File: src/rtl/arb_pkg.sv
// arb_pkg
//   Shared definitions for the pass-through arbiter: the two-state FSM
//   encoding, the default sizes of the arbiter, and a small helper for
//   advancing a requester index with wrap-around.
package arb_pkg;

  typedef enum logic {
    IDLE = 1'b0,
    BUSY = 1'b1
  } state_t;

  localparam int DEF_WIDTH     = 2;
  localparam int DEF_NREQ      = 4;
  localparam int DEF_MAX_BURST = 2;

  // Index of the requester after idx, wrapping n-1 back to 0.
  function automatic int wrap_inc(input int idx, input int n);
    return (idx + 1 >= n) ? 0 : idx + 1;
  endfunction

endpackage

File: src/rtl/rr_pick.sv
// rr_pick
//   Purely combinational rotating-priority encoder. Finds the first set bit
//   of req at or after position rr_ptr, scanning upward and wrapping from
//   NREQ-1 to 0.
// Ports
//   req     in   NREQ  request vector
//   rr_ptr  in   IDW   position with highest priority
//   any     out  1     at least one request bit is set
//   index   out  IDW   index of the selected request (0 when any is low)
module rr_pick
  import arb_pkg::*;
#(
  parameter int  NREQ = DEF_NREQ,
  localparam int IDW  = (NREQ > 2) ? $clog2(NREQ) : 1
) (
  input  logic [NREQ-1:0] req,
  input  logic [IDW-1:0]  rr_ptr,
  output logic            any,
  output logic [IDW-1:0]  index
);

  // Scan from the lowest priority offset to the highest so that the last
  // hit written is the one closest to rr_ptr; no early exit is needed.
  always_comb begin
    logic [IDW-1:0] cand;
    cand  = '0;
    any   = 1'b0;
    index = '0;
    for (int k = NREQ - 1; k >= 0; k--) begin
      cand = IDW'((int'(rr_ptr) + k) % NREQ);
      if (req[cand]) begin
        any   = 1'b1;
        index = cand;
      end
    end
  end

endmodule

File: src/rtl/passthru_arbiter.sv
// passthru_arbiter
//   Round-robin arbiter that passes one requester's valid/data stream
//   straight through to a shared output channel for bursts of up to
//   MAX_BURST beats. One IDLE cycle is spent on each grant decision.
// Ports
//   CLK        in   1           clock, rising edge
//   RST        in   1           asynchronous active-high reset
//   req_valid  in   NREQ        per-requester valid
//   req_data   in   NREQ*WIDTH  per-requester data, requester i at [i*WIDTH +: WIDTH]
//   req_ready  out  NREQ        per-requester ready (only the granted bit can be set)
//   out_valid  out  1           shared channel valid
//   out_ready  in   1           shared channel ready
//   out_data   out  WIDTH       shared channel data
//   out_id     out  IDW         index of the granted requester
module passthru_arbiter
  import arb_pkg::*;
#(
  parameter int  WIDTH     = DEF_WIDTH,
  parameter int  NREQ      = DEF_NREQ,
  parameter int  MAX_BURST = DEF_MAX_BURST,
  localparam int IDW       = (NREQ > 2) ? $clog2(NREQ) : 1
) (
  input  logic                  CLK,
  input  logic                  RST,
  input  logic [NREQ-1:0]       req_valid,
  input  logic [NREQ*WIDTH-1:0] req_data,
  output logic [NREQ-1:0]       req_ready,
  output logic                  out_valid,
  input  logic                  out_ready,
  output logic [WIDTH-1:0]      out_data,
  output logic [IDW-1:0]        out_id
);

  localparam int              CNTW      = $clog2(MAX_BURST + 1);
  localparam logic [CNTW-1:0] LAST_BEAT = CNTW'(MAX_BURST - 1);

  state_t          state_q, state_d;
  logic [IDW-1:0]  gnt_q, gnt_d;
  logic [IDW-1:0]  rr_ptr_q, rr_ptr_d;
  logic [CNTW-1:0] cnt_q, cnt_d;

  logic            pick_any;
  logic [IDW-1:0]  pick_idx;
  logic [IDW-1:0]  next_ptr;
  logic [WIDTH-1:0] data_arr [NREQ];

  for (genvar i = 0; i < NREQ; i++) begin : g_split
    assign data_arr[i] = req_data[i*WIDTH +: WIDTH];
  end

  // Priority rotates to the requester just after the one being released.
  assign next_ptr = IDW'(wrap_inc(int'(gnt_q), NREQ));

  rr_pick #(
    .NREQ(NREQ)
  ) u_pick (
    .req   (req_valid),
    .rr_ptr(rr_ptr_q),
    .any   (pick_any),
    .index (pick_idx)
  );

  always_ff @(posedge CLK or posedge RST) begin
    if (RST) begin
      state_q  <= IDLE;
      gnt_q    <= '0;
      rr_ptr_q <= '0;
      cnt_q    <= '0;
    end else begin
      state_q  <= state_d;
      gnt_q    <= gnt_d;
      rr_ptr_q <= rr_ptr_d;
      cnt_q    <= cnt_d;
    end
  end

  // A granted requester that drops valid gives up the rest of its burst;
  // otherwise the burst ends on the transfer of beat MAX_BURST.
  always_comb begin
    state_d  = state_q;
    gnt_d    = gnt_q;
    rr_ptr_d = rr_ptr_q;
    cnt_d    = cnt_q;
    case (state_q)
      IDLE: begin
        if (pick_any) begin
          gnt_d   = pick_idx;
          cnt_d   = '0;
          state_d = BUSY;
        end
      end
      BUSY: begin
        if (!req_valid[gnt_q]) begin
          state_d  = IDLE;
          rr_ptr_d = next_ptr;
        end else if (out_ready) begin
          cnt_d = cnt_q + CNTW'(1);
          if (cnt_q == LAST_BEAT) begin
            state_d  = IDLE;
            rr_ptr_d = next_ptr;
          end
        end
      end
      default: state_d = IDLE;
    endcase
  end

  // out_valid depends only on req_valid and the registered grant, never on
  // out_ready, so downstream can derive ready from valid without a loop.
  always_comb begin
    out_valid = 1'b0;
    out_data  = '0;
    out_id    = '0;
    req_ready = '0;
    if (state_q == BUSY) begin
      out_valid        = req_valid[gnt_q];
      out_data         = data_arr[gnt_q];
      out_id           = gnt_q;
      req_ready[gnt_q] = out_ready;
    end
  end

endmodule

File: config.mk
export PLATFORM = sky130hd
export DESIGN_NAME = passthru_arbiter
export DESIGN_NICKNAME = d
export VERILOG_FILES = /design/src/rtl/arb_pkg.sv /design/src/rtl/rr_pick.sv /design/src/rtl/passthru_arbiter.sv
export SDC_FILE = /design/constraint.sdc
export NUM_CORES = 1
export LEC_CHECK = 0
export BUFFER_PORTS_ARGS = -buffer_cell sky130_fd_sc_hd__buf_4
export CAP_MARGIN = 20
export CELL_PAD_IN_SITES_DETAIL_PLACEMENT = 1
export CELL_PAD_IN_SITES_GLOBAL_PLACEMENT = 1
export CORE_MARGIN = 2
export CORE_UTILIZATION = 30
export CTS_CLUSTER_SIZE = 8
export DETAILED_ROUTE_END_ITERATION = 10
export PLACE_DENSITY_LB_ADDON = 0.1
export SYNTH_ARGS = -nofsm -noshare
export SYNTH_HDL_FRONTEND = slang
export SYNTH_SLANG_ARGS = --single-unit
File: constraint.sdc
create_clock -name CLK -period 1.7 [get_ports CLK]
set_input_delay 0.085 -clock CLK [delete_from_list [all_inputs] [get_ports CLK]]
set_output_delay 0.085 -clock CLK [all_outputs]
set_load 0.01 [all_outputs]
After elaboration in Yosys (flattened, before gate mapping). Index checks and enable logic that the tools add are counted.

Equality and inequality tests: 6. Reduce and logical (&&, ||, !) cells: 4. Shifts and indexed selects: 0. Div/mod/pow operators: 0. $lt $le $gt $ge: 8. Muxes and demuxes: 40. Bitwise logic cells: 3. Add/sub/neg operators: 5. Multiply operators: 0.

Operator list (count): $mux 2 (15); $lt 2x3->1 const B (5); $mux 1 (15); $bmux 1 s2 (5); $ge 3x3->1 const B (2); $ne 2x2->1 const B (3); $reduce_and 3->1 (2); $add 2x1->2 const B (2); $add 2x2->2 const B (2); $and 4x4->4 (1); $bmux 2 s2 (1); $mux 4 (1); $ne 2x1->1 const B (2); $pmux 2 s2 (1); $add 2x1->3 const B (1); $not 2->3 (1); $demux 1 s2 (1); $eq 2x1->1 const B (1); $ge 2x1->1 const B (1); $pmux 1 s2 (1); $reduce_and 2->1 (1); $logic_and 1x1->1 (1); $not 1->1 (1).

Memories kept: 0. Bits in writable memories: 0. Bits of input ports: 15. Flip-flop bits (word level): 7. Latch bits: 0. Bits in read-only memories: 0.

Depth between registers and ports, before layout. Gate-level depths: netlist of the first run.

Depth in word-level cells: 9. Gate-level depth with buffers: 6.

Cells and area by module. A second synthesis of the first run with hierarchy kept.

Cells, all modules: 66. Area, all modules: 624.3 um2.

By module, submodules not included: passthru_arbiter (times used 1, area an instance 546.8 um2, cells an instance 53, sequential area each 175.2 um2); rr_pick (times used 1, area an instance 77.6 um2, cells an instance 13, sequential area each 0.0 um2).

Worst setup path after synthesis of the first run. OpenSTA, ideal clock, no wires.

Path type: reg2reg. Start: register gnt_q[1]. End: register rr_ptr_q[0]. Path slack: 0.150 ns. Setup time: 0.125 ns. Arrival: 1.425 ns. Path buffers: 0. Cell stages (with the launch flop): 5. Required time: 1.575 ns. Path through: dfrtp_1 -> mux4_2 -> nand2_2 -> nand2_2 -> mux2_4.

Cells in the longest elaborated chain, start to end: 6. Elaborated cells between the ends (all ways): 11. Those cells by class: add/sub (1); order compare (1); eq/ne (2); mux (6); reduce/logical (1).

Ends and longest elaborated chain: from (decl) (RTL line passthru_arbiter.sv:38) `logic [IDW-1:0] gnt_q, gnt_d;`; from (signal assigned) (RTL line passthru_arbiter.sv:71) `gnt_q <= gnt_d;`; $add 2x1->3; $ge 3x3->1 (RTL line arb_pkg.sv:18) `return (idx + 1 >= n) ? 0 : idx + 1;`; $mux 2 (RTL line arb_pkg.sv:18); $mux 2 (RTL line passthru_arbiter.sv:98) `if (cnt_q == LAST_BEAT) begin`; $mux 2 (RTL line passthru_arbiter.sv:96) `end else if (out_ready) begin`; $mux 2 (RTL line passthru_arbiter.sv:93) `if (!req_valid[gnt_q]) begin`; to (signal assigned) (RTL line passthru_arbiter.sv:72) `rr_ptr_q <= rr_ptr_d;`; to (decl) (RTL line passthru_arbiter.sv:39) `logic [IDW-1:0] rr_ptr_q, rr_ptr_d;`.

Several ways; a longest one is shown, not always the timed one. The select of a mux whose other input is x is not followed. A chain may end at the register's enable or synchronous reset.

Worst setup path after layout of the first run.
Start: register gnt_q[0]. End: output port out_valid.

Cells in the longest elaborated chain, start to end: 3.

Ends and longest elaborated chain: $bmux 1 s2 (RTL line passthru_arbiter.sv:116) `out_valid = req_valid[gnt_q];`; $mux 1 (implied by the code) (RTL line passthru_arbiter.sv:116); $mux 1 (RTL line passthru_arbiter.sv:115) `if (state_q == BUSY) begin`; to (decl) (RTL line passthru_arbiter.sv:28) `output logic out_valid,`.

Every way passes these cells. The select of a mux whose other input is x is not followed.

==> results of run 1 <==
-- layer usage --
metal	GRT usage	wire, microns
met3	0.0377	61
met1	0.214	714
met2	0.264	751
met4	0.0649	15
met5	0	0
-- power by group --
group	internal, mW	switching [mW]	total (mW)
sequential	0.248	0.118	0.366
clock	0.0897	0.0635	0.153
combinational	0.432	0.316	0.748
-- worst paths after layout --
path,cells past startpoint,start,endpoint,slack (ps)
setup / recovery,4,gnt_q[0]$_DFFE_PP0P_,out_valid,60
hold / removal,3,req_valid[3],gnt_q[1]$_DFFE_PP0P_,150
setup reg to reg,5,gnt_q[0]$_DFFE_PP0P_,rr_ptr_q[1]$_DFFE_PP0P_,150
hold reg to reg,1,cnt_q[0]$_DFFE_PP0P_,cnt_q[0]$_DFFE_PP0P_,490
max in group asynchronous,3,RST,gnt_q[0]$_DFFE_PP0P_,1140
min in group asynchronous,3,RST,rr_ptr_q[0]$_DFFE_PP0P_,320
-- area by class of cell --
type	instances	area (sq um)
fill	222	933
multi-input combinational	44	365
timing repair buffer	27	205
sequential	7	176
tap	25	31.3
clock buffer	4	26.3
inverter	7	26.3
-- synthesized netlist by cell type (3+ instances only) --
cell,n
ha_1,5
o21ai_0,3
and3_1,4
nor2_1,3
inv_1,7
dfrtp_1,7
a21oi_1,4
o22ai_1,3
and2_1,3
-- sequential cells by signal, indices dropped and copies added (netlist names) --
signal	count
cnt_q	2
gnt_q	2
rr_ptr_q	2
state_q	1
-- cells by family after synthesis --
family | share of synthesized area
compound gates | 0.134
buf+inv | 0.0585
fa+ha+maj | 0.108
mux | 0.199
flops | 0.303
simple gates | 0.197
-- through the flow --
step | power, mW | setup TNS [ps]
2_1_floorplan | 0.806 | 0
3_3_place_gp | 1.07 | 0
3_5_place_dp | 1.09 | 0
4_1_cts | 1.25 | 0
5_1_grt | 1.39 | -0.0867
6_report | 1.27 | 0
-- timing repair --
action / 4_1_cts / 5_1_grt
pin swaps: 0 / 0
cloned: 0 / 0
resized for setup: 1 / 1
endpoints found under the hold margin: 7 / 0
hold buffers: 1 / 0
setup buffers: 0 / 2
endpoints found under the setup margin: 2 / 2
-- worst max-delay path, cell delays in order, from the launching register on --
cell,delay [ps]
dfrtp_2,450
buf_4,160
mux4_2,330
and2_2,230
buf_4,140
==> flow_summary.json, run 1 <==
{
  "clock_path_buffers": 2,
  "fmax_ghz": 0.609,
  "grt-ovfl-total": 0,
  "totalWireLength_microns": 1540,
  "synth_nets": 80,
  "status": "finished, final reports clean",
  "cts_buffers": 3,
  "syn_to_final_growth_pct": 43.7,
  "drive_above_1_share": 0.427,
  "hold_path_class": "in2reg",
  "core.rowCount": 15,
  "antenna_found_initial": 0,
  "finalWorstPathRequiredPeriod_ps": 1640,
  "cp.required_ps": 1620,
  "grt_max_degree": 18,
  "htree_levels": 1,
  "root_buffer": "clkbuf_4",
  "fp.dieW_microns": 47.9,
  "synth_area_leaders": "dfrtp_1 (30%), ha_1 (11%), mux4_1 (9.1%)",
  "final_core_util": 0.471,
  "cts_tree": "done",
  "grt_use_total": 0.165,
  "synth_top_cell_by_area": "dfrtp_1",
  "die_h_microns": 47.9,
  "crit_path_start_kind": "flip-flop",
  "dp_cells": 107,
  "remaining_drc_errors": 0,
  "insertion_delay_ps": 250,
  "gp_congestion": 0.704,
  "grt_pass1_vias": 542,
  "ys_async_sr_fraction": 1.00,
  "cap_violations": 0,
  "preCtsSetupSlack_ps": 174,
  "yosysSeqAreaShare": 0.303,
  "cp-end-kind": "output pin",
  "grt_pass1_wl_microns": 2520,
  "setup_ws_ps": 58.0,
  "layout_commonest_cell": "buf_4",
  "arrival_ps": 1560,
  "tightestPinTransition_ps": 423,
  "powerDensity_nw_per_um2": 1520,
  "final_cell_mix": "buf_4 (26), inv_1 (7), dfrtp_1 (6)",
  "vias": 541,
  "die_area_sq_um": 2290,
  "final_hold_viol_count": 0,
  "peakVddDrop_mv": 0.598,
  "fin_nets": 110,
  "worstSetupPathType": "reg2out",
  "yosys.area.top_type_share": 0.303,
  "yosysWarnings": 0,
  "ioPinCount": 24,
  "cp_max_fo": 7,
  "syn_avg_cell_area_sq_um": 9.63,
  "drt-initial-drc-count": 7,
  "first_pass_iters": 3,
  "slew_violations": 0,
  "finalSetupViolCount": 0,
  "antenna_cells": 0,
  "fin_crit_sh": 0.966,
  "ys_ff_latch": 7,
  "synthDistinctLibCells": 23,
  "clk_pin_slew_ps": 50,
  "ant_nets": 0,
  "placed_cell_area_sq_um": 782,
  "maxSlewHeadroom": 0.715,
  "holdWs_ps": 151,
  "io_buffer_count": 23,
  "syn-cell-area_sq_um": 578,
  "wl_per_cell_microns": 13.5,
  "leakagePower_nw": 0.421,
  "syn_inst": 60,
  "fin_skew_ps": 2.06,
  "vias_per_cell": 4.75,
  "start_util": 0.328,
  "hpwl_microns": 1220,
  "fin_area_sq_um": 831,
  "core_area_sq_um": 1760,
  "clkSinkCount": 7,
  "instances_no_fill": 114,
  "synth_edf_count": 0,
  "ys.flop_type": "dfrtp_1"
}
(Power assumes the default switching activity.)
==> run 2: changes to the inputs <==
--- a/config.mk
+++ b/config.mk
@@ -5,6 +5,7 @@
 export SDC_FILE = /design/constraint.sdc
 export NUM_CORES = 1
 export LEC_CHECK = 0
+export ABC_CLOCK_PERIOD_IN_PS = 1700
 export BUFFER_PORTS_ARGS = -buffer_cell sky130_fd_sc_hd__buf_4
 export CAP_MARGIN = 20
 export CELL_PAD_IN_SITES_DETAIL_PLACEMENT = 1
@@ -14,6 +15,8 @@
 export CTS_CLUSTER_SIZE = 8
 export DETAILED_ROUTE_END_ITERATION = 10
 export PLACE_DENSITY_LB_ADDON = 0.1
+export SETUP_SLACK_MARGIN = 0.3
+export SKIP_CTS_REPAIR_TIMING = 1
 export SYNTH_ARGS = -nofsm -noshare
 export SYNTH_HDL_FRONTEND = slang
 export SYNTH_SLANG_ARGS = --single-unit
==> run 2 against run 1 <==
Sequential power up 2%. Largest cell class unchanged. Largest power group unchanged. Highest routed layer is now met3. Sequential share of layout area down 0.35 points. Total power increased by 5.7%. Critical path depth down 1.
==> flow_summary.json, run 2 (synthesized netlist as in run 1, its figures left out) <==
{
  "wl_per_cell_microns": 13.8,
  "start_util": 0.328,
  "grt-ovfl-total": 0,
  "io_buffer_count": 23,
  "dp_cells": 107,
  "slew_violations": 0,
  "gr-usage-met2": 0.264,
  "crit_buf_inv": 1,
  "ff2ff_path_depth": 4,
  "fin_skew_ps": 3.98,
  "cp_max_fo": 6,
  "clock_path_buffers": 2,
  "worstHoldPathCells": 3,
  "grt_use_total": 0.159,
  "instances_no_fill": 114,
  "syn_to_final_growth_pct": 46.1,
  "fp.dieW_microns": 47.9,
  "maxSlewHeadroom": 0.673,
  "htree_levels": 1,
  "final_cell_mix": "buf_4 (23), inv_1 (7), dfrtp_1 (6)",
  "hpwl_microns": 1220,
  "die_area_sq_um": 2290,
  "finalSetupViolCount": 0,
  "fin_area_sq_um": 845,
  "hold_path_class": "in2reg",
  "max_stage_delay_ps": 510,
  "fin_crit_sh": 0.915,
  "setup_ws_ps": 144,
  "drt-initial-drc-count": 4,
  "crit_path_start_kind": "flip-flop",
  "insertion_delay_ps": 250,
  "arrival_ps": 1470,
  "cts_tree": "done",
  "vias": 549,
  "cp.depth": 3,
  "core.rowCount": 15,
  "die_h_microns": 47.9,
  "cp-end-kind": "output pin",
  "status": "finished, final reports clean",
  "cts_buffers": 3,
  "clkSinkCount": 7,
  "totalWireLength_microns": 1580,
  "ant_nets": 0,
  "root_buffer": "clkbuf_4",
  "layout_commonest_cell": "buf_4",
  "cap_violations": 0,
  "fin_setup_tns_ps": 0,
  "tightestPinTransition_ps": 490,
  "cp_slowest_cell": "mux4_2",
  "final_core_util": 0.479,
  "peakVddDrop_mv": 0.622,
  "largestRegisters": "cnt_q x2, gnt_q x2, rr_ptr_q x2",
  "finalWorstPathRequiredPeriod_ps": 1560,
  "grt_use_met1": 0.193,
  "cp.required_ps": 1620,
  "antenna_found_initial": 0,
  "fin_nets": 110,
  "ioPinCount": 24,
  "gp_congestion": 0.719,
  "clk_pin_slew_ps": 50,
  "drive_above_1_share": 0.461,
  "leakagePower_nw": 0.426,
  "reg2reg_slack_ps": 180,
  "preCtsSetupSlack_ps": 160,
  "busiest_layer": "met2",
  "grt_max_degree": 18,
  "antenna_cells": 0,
  "finalPower_mw": 1.34,
  "holdWs_ps": 158,
  "fillers": 230,
  "vias_per_cell": 4.82,
  "worstSetupPathType": "reg2out",
  "grt_pass1_wl_microns": 2390,
  "crit_family": "multiplexers",
  "final_hold_viol_count": 0,
  "fmax_ghz": 0.643,
  "met3_usage": 0.0566,
  "placed_cell_area_sq_um": 782,
  "crit_chain": "mux4_2 > and2_4 > buf_6",
  "grt_pass1_vias": 516,
  "remaining_drc_errors": 0,
  "first_pass_iters": 4,
  "grt_setup_unrepaired": "yes",
  "core_area_sq_um": 1760,
  "powerDensity_nw_per_um2": 1580
}
-- run 2: layout make-up --
cell class | instances | area, sq um | share of cell area
multi-input cells | 44 | 368 | 0.436
repair buffers | 27 | 216 | 0.256
flip-flops and latches | 7 | 176 | 0.209
well taps | 25 | 31.3 | 0.0370
clock buffers | 4 | 26.3 | 0.0311
inverters | 7 | 26.3 | 0.0311
-- run 2: path summary, 6_finish.rpt --
path / from / endpoint
worst max register to register: gnt_q[1]$_DFFE_PP0P_ / rr_ptr_q[1]$_DFFE_PP0P_
worst max-delay path: gnt_q[0]$_DFFE_PP0P_ / out_data[0]
min in group asynchronous: RST / rr_ptr_q[0]$_DFFE_PP0P_
worst min register to register: cnt_q[0]$_DFFE_PP0P_ / cnt_q[0]$_DFFE_PP0P_
worst min-delay path: req_valid[3] / gnt_q[1]$_DFFE_PP0P_
max in group asynchronous: RST / gnt_q[0]$_DFFE_PP0P_
-- run 2: per-layer routing --
metal	part of all wire	vias up
met1	0.44	262
met3	0.044	0
met5	0	-
li1	-	270
met2	0.52	17
met4	0	0
-- run 2: where the power goes --
part	internal (mW)	switching, mW	leakage, nW
Clock	0.0897	0.0633	0.0150
Sequential	0.248	0.124	0.0846
Combinational	0.484	0.330	0.326
Total	0.822	0.517	0.426
-- run 2: worst min-delay path, stage by stage --
cell and delay, ps:
buf_4 110, nor2b_1 50, o22ai_1 110
